### src/rtl/reset_ctrl.sv
// Reset-key front end: sync + debounce of btn_n, stretched sys_rst_n request, and clk14 enable divider.
// sys_rst_n/press lag btn_n by DEBOUNCE_CYC+2 edges; there is no backpressure and ce runs free.
module reset_ctrl #(
  parameter int unsigned DEBOUNCE_CYC = 14000,
  parameter int unsigned MIN_PULSE    = 64,
  parameter int unsigned CE_DIV       = 14
) (
  input  logic clk14,
  input  logic rst_n,
  input  logic btn_n,
  output logic ce,
  output logic sys_rst_n,
  output logic press
);

  localparam logic [1:0] ST_IDLE   = 2'd0;
  localparam logic [1:0] ST_ASSERT = 2'd1;
  localparam logic [1:0] ST_WAIT   = 2'd2;

  localparam logic [15:0] DB_LAST    = 16'(DEBOUNCE_CYC - 1);
  localparam logic [7:0]  PULSE_LAST = 8'(MIN_PULSE - 1);
  localparam logic [7:0]  CE_LAST    = 8'(CE_DIV - 1);

  logic        r_s1;
  logic        r_s2;
  logic        r_db_state;
  logic [15:0] r_db_cnt;
  logic [7:0]  r_pulse_cnt;
  logic [7:0]  r_ce_cnt;
  logic [1:0]  r_state;
  logic        r_ce;
  logic        r_sys_rst_n;
  logic        r_press;

  always_ff @(posedge clk14 or negedge rst_n) begin
    if (!rst_n) begin
      r_s1 <= 1'b1;
      r_s2 <= 1'b1;
    end else begin
      r_s1 <= btn_n;
      r_s2 <= r_s1;
    end
  end

  // A new level must persist DEBOUNCE_CYC consecutive samples; any bounce back restarts the count.
  always_ff @(posedge clk14 or negedge rst_n) begin
    if (!rst_n) begin
      r_db_state <= 1'b1;
      r_db_cnt   <= '0;
    end else if (r_s2 == r_db_state) begin
      r_db_cnt <= '0;
    end else if (r_db_cnt == DB_LAST) begin
      r_db_state <= r_s2;
      r_db_cnt   <= '0;
    end else begin
      r_db_cnt <= r_db_cnt + 16'd1;
    end
  end

  // Reset lands in ASSERT so power-up also yields a full minimum-width pulse, without a press.
  always_ff @(posedge clk14 or negedge rst_n) begin
    if (!rst_n) begin
      r_state     <= ST_ASSERT;
      r_pulse_cnt <= '0;
      r_sys_rst_n <= 1'b0;
      r_press     <= 1'b0;
    end else begin
      r_press <= 1'b0;
      case (r_state)
        ST_IDLE: begin
          r_sys_rst_n <= 1'b1;
          if (!r_db_state) begin
            r_state     <= ST_ASSERT;
            r_pulse_cnt <= '0;
            r_sys_rst_n <= 1'b0;
            r_press     <= 1'b1;
          end
        end
        ST_ASSERT: begin
          r_sys_rst_n <= 1'b0;
          r_pulse_cnt <= r_pulse_cnt + 8'd1;
          if (r_pulse_cnt == PULSE_LAST) begin
            if (r_db_state) begin
              r_state     <= ST_IDLE;
              r_sys_rst_n <= 1'b1;
            end else begin
              r_state <= ST_WAIT;
            end
          end
        end
        ST_WAIT: begin
          r_sys_rst_n <= 1'b0;
          if (r_db_state) begin
            r_state     <= ST_IDLE;
            r_sys_rst_n <= 1'b1;
          end
        end
        default: begin
          r_state     <= ST_IDLE;
          r_sys_rst_n <= 1'b1;
        end
      endcase
    end
  end

  always_ff @(posedge clk14 or negedge rst_n) begin
    if (!rst_n) begin
      r_ce_cnt <= '0;
      r_ce     <= 1'b0;
    end else if (r_ce_cnt == CE_LAST) begin
      r_ce_cnt <= '0;
      r_ce     <= 1'b1;
    end else begin
      r_ce_cnt <= r_ce_cnt + 8'd1;
      r_ce     <= 1'b0;
    end
  end

  assign ce        = r_ce;
  assign sys_rst_n = r_sys_rst_n;
  assign press     = r_press;

endmodule

### config.mk
export PLATFORM = sky130hd
export DESIGN_NAME = reset_ctrl
export DESIGN_NICKNAME = d
export VERILOG_FILES = /design/src/rtl/reset_ctrl.sv
export SDC_FILE = /design/constraint.sdc
export NUM_CORES = 1
export LEC_CHECK = 0
export CAP_MARGIN = 20
export CORE_MARGIN = 1
export CORE_UTILIZATION = 38
export DETAILED_ROUTE_END_ITERATION = 10
export SYNTH_ARGS = -nofsm -noshare
export SYNTH_HDL_FRONTEND = slang
export SYNTH_SLANG_ARGS = --single-unit
### constraint.sdc
create_clock -name clk14 -period 3.95 [get_ports clk14]
set_input_delay 0.395 -clock clk14 [delete_from_list [all_inputs] [get_ports clk14]]
set_output_delay 0.395 -clock clk14 [all_outputs]
set_load 0.02 [all_outputs]
==> flow_summary_export.csv <==
group,metric,value,unit
placed_design,portBuffers,5,
drt,m1WireLength,1579,um
drt,wire_per_inst,12.63,um
synthesis,yosysWarningCount,0,
cells_and_area,drive_above_1_share,12.22,%
drt,wl_met2,1407,um
synthesis,syn_inst,172,
worst_setup_path,path_class,"flop to flop",
cells_and_area,antenna_cells,0,
synthesis,synth_area,1862,sq um
drt,routed.top_layer,"met4",
die,rows,25,
grt,grt_max_degree,41,
cts,cts_tree,"built",
synthesis,async_reset_ff_share,100.0,%
sta,fin_crit_sh,48.83,%
drt,viasPerCell,4.992,
cts,cts-hold-fix-buffers,0,
hold_path,worstHoldPathType,"input pin to asynchronous set/reset pin",
synthesis,synth_seq_cells,40,
sta,fin_skew,13.70,ps
drt,drtPass1Iterations,2,
synthesis,synth_cell_types,35,
worst_setup_path,arrival,2110,ps
cts,cts_made_buffers,5,
power,power_leakage,0.9174,nW
grt,grt_pass1_vias,1207,
power,p_per_area,372.9,nW/um^2
drt,drtAntennaViolNets,0,
synthesis,synth_flop_cell,"dfrtp_1",
synthesis,ys_seq_area_share,54.03,%
die,die_area,5183,sq um
sta,fin_tns_setup,0,ps
synthesis,yosys-top-cells-area,"dfrtp_1, xnor2_1, dfstp_2, nor2_1, xor2_1",
placed_design,place_congestion,0.8145,
drt,wirelength,3120,um
cts,cts-htree-levels,2,
grt,grt_pass1_wl,5595,um
sta,period_minus_slack,1929,ps
sta,final_hold_viol_count,0,
cts,insertion_delay,300,ps
sta,max_freq,518.4,MHz
placed_design,dp_hpwl,2169,um
grt,antenna_found_initial,0,
synthesis,synth_nets,179,
cts,cts.path.max_buffers,2,
outcome,outcome,"completed",
drt,route.vias.total,1233,
worst_setup_path,worstPathRequired,4130,ps
power,peakVddDrop,0.2004,mV
sta,finalMaxSlewViolations,0,
worst_setup_path,reg2reg_to,"r_db_cnt[7]",
synthesis,synth-edff-count,0,
die,pin_count,6,
worst_setup_path,crit-reg2reg-launch,"r_db_cnt[11]",
worst_setup_path,end_kind,"flop",
die,die_height,72.00,um
worst_setup_path,r2r_setup_slack,2020,ps
drt,drcViolationCount,0,
sta,tightest_slew,867.4,ps
cts,cts_resized,0,
power,finalPower,0.7746,mW
sta,slew_headroom,42.17,%
grt,grt_util_all_layers,14.14,%
drt,drtIter0Drc,56,
die,coreArea,4723,sq um
die,initial_core_util,39.42,%
worst_setup_path,path_max_fanout,15,
sta,final-setup-viol-count,0,
drt,route.met3.wl,73,um
cells_and_area,syn_to_final_growth,11.56,%
cts,cts_setup_buffers,0,
cells_and_area,nets,186,
cts,cts-root-buf,"clkbuf_8",
worst_setup_path,rr_worst_depth,4,
job,drv_cap,0,
sta,rsz0062_at_grt,"false",
die,die_width,72.00,um
cells_and_area,fill_cells,456,
synthesis,yosys.area.top_type_share,48.39,%
worst_setup_path,startpoint_type,"flop",
synthesis,synth_area_leader_cell,"dfrtp_1",
grt,overflow,0,
cts,cts_sinks,40,
cts,clk_pin_slew,90,ps
synthesis,synth.avg_cell_area,10.82,sq um
## cell type report
type / instances / area, sq um / area share [%]
sequential: 40 / 1006 / 48.43
multi-input combinational: 125 / 819.5 / 39.46
tap: 67 / 83.83 / 4.036
clock buffer: 5 / 68.82 / 3.313
clock inverter: 3 / 46.29 / 2.229
timing repair buffer: 5 / 45.04 / 2.169
inverter: 2 / 7.507 / 0.3614
## registers in the layout (all words and copies together) (netlist names), 2 cells and up
register     flops
r_state          2
r_pulse_cnt      8
r_db_cnt        16
r_ce_cnt         8
## cell families (layout without fill, tap and decap cells)
family	Yosys count	after routing	share of synthesized area [%]
and+or+nand+nor	85	85	24.53
DFF	40	40	54.03
AOI/OAI and AO/OA	10	10	4.099
buffers and inverters	7	15	1.949
muxes	2	2	1.411
adders and majority gates	4	4	2.688
xor gates and xnor gates	24	24	11.29
## cells in the final DEF, fill, tap and decap left out, types with 2 or more instances in the layout
| cell | Yosys | layout |
|---|---|---|
| dfrtp_1 | 36 | 36 |
| xor2_1 | 10 | 10 |
| nand3_1 | 9 | 9 |
| and3_2 | 2 | 2 |
| clkdlybuf4s50_1 | 0 | 4 |
| and4_1 | 2 | 2 |
| xnor2_1 | 14 | 14 |
| nor2_1 | 27 | 27 |
| and2_1 | 2 | 2 |
| nor3_1 | 8 | 8 |
| ha_1 | 4 | 4 |
| clkbuf_8 | 1 | 5 |
| nand2b_1 | 4 | 4 |
| inv_1 | 2 | 2 |
| nand2_1 | 7 | 7 |
| nor4_1 | 3 | 3 |
| a22o_1 | 5 | 5 |
| nor2b_1 | 3 | 3 |
| a21o_1 | 2 | 2 |
| dfstp_2 | 4 | 4 |
| nand4_1 | 9 | 9 |
## critical path: stages, from the launching register on
cell     delay [ps]
dfrtp_1         440
or4_1           550
or4_4           570
nand2_4         190
nor2_1           70
## how the worst max path moves through the flow
| stage | start | to | depth (start not counted) |
|---|---|---|---|
| floorplan | r_db_cnt[11] | r_db_cnt[9] | 5 |
| global placement | r_db_cnt[11] | r_db_state | 3 |
| detailed placement | r_db_cnt[11] | r_db_cnt[4] | 4 |
| CTS | r_db_cnt[11] | r_db_cnt[12] | 4 |
| global route | r_db_cnt[11] | r_db_cnt[14] | 4 |
| finish | r_db_cnt[11] | r_db_cnt[7] | 4 |
## power by group
group	leakage [nW]	internal [mW]	total [mW]	switching, mW
clock	0.0548	0.190	0.341	0.151
combinational	0.343	0.00423	0.0166	0.0123
sequential	0.519	0.414	0.417	0.00306
total	0.917	0.608	0.775	0.166
## synth_stat cells, types with 2 or more instances
master / number
xor2_1: 10
nand2_1: 7
nand2b_1: 4
nor4_1: 3
ha_1: 4
nor3_1: 8
a22o_1: 5
nor2_1: 27
a21o_1: 2
dfstp_2: 4
inv_1: 2
and2_1: 2
xnor2_1: 14
dfrtp_1: 36
nand4_1: 9
and4_1: 2
nor2b_1: 3
and3_2: 2
nand3_1: 9
clkbuf_1: 4
## per-layer routing
layer | global-route usage, % | vias up
li1 | - | 609
met1 | 18.73 | 607
met2 | 21.70 | 11
met3 | 3.333 | 6
met4 | 7.407 | 0
met5 | 0 | -
## metrics by stage
stage          util (%)  instances  hold WS, ps  instance area [sq um]  setup slack (ps)
2_1_floorplan         -        172        99.41                   1862              2071
3_3_place_gp      41.54        239        346.1                   1962              2061
3_5_place_dp      41.54        239        347.8                   1962              2028
4_1_cts           43.97        247        237.0                   2077              2024
5_1_grt           43.97        247        280.8                   2077              1950
6_report          43.97        247        207.3                   2077              2021
No activity file was read; power rests on OpenSTA's default activity.
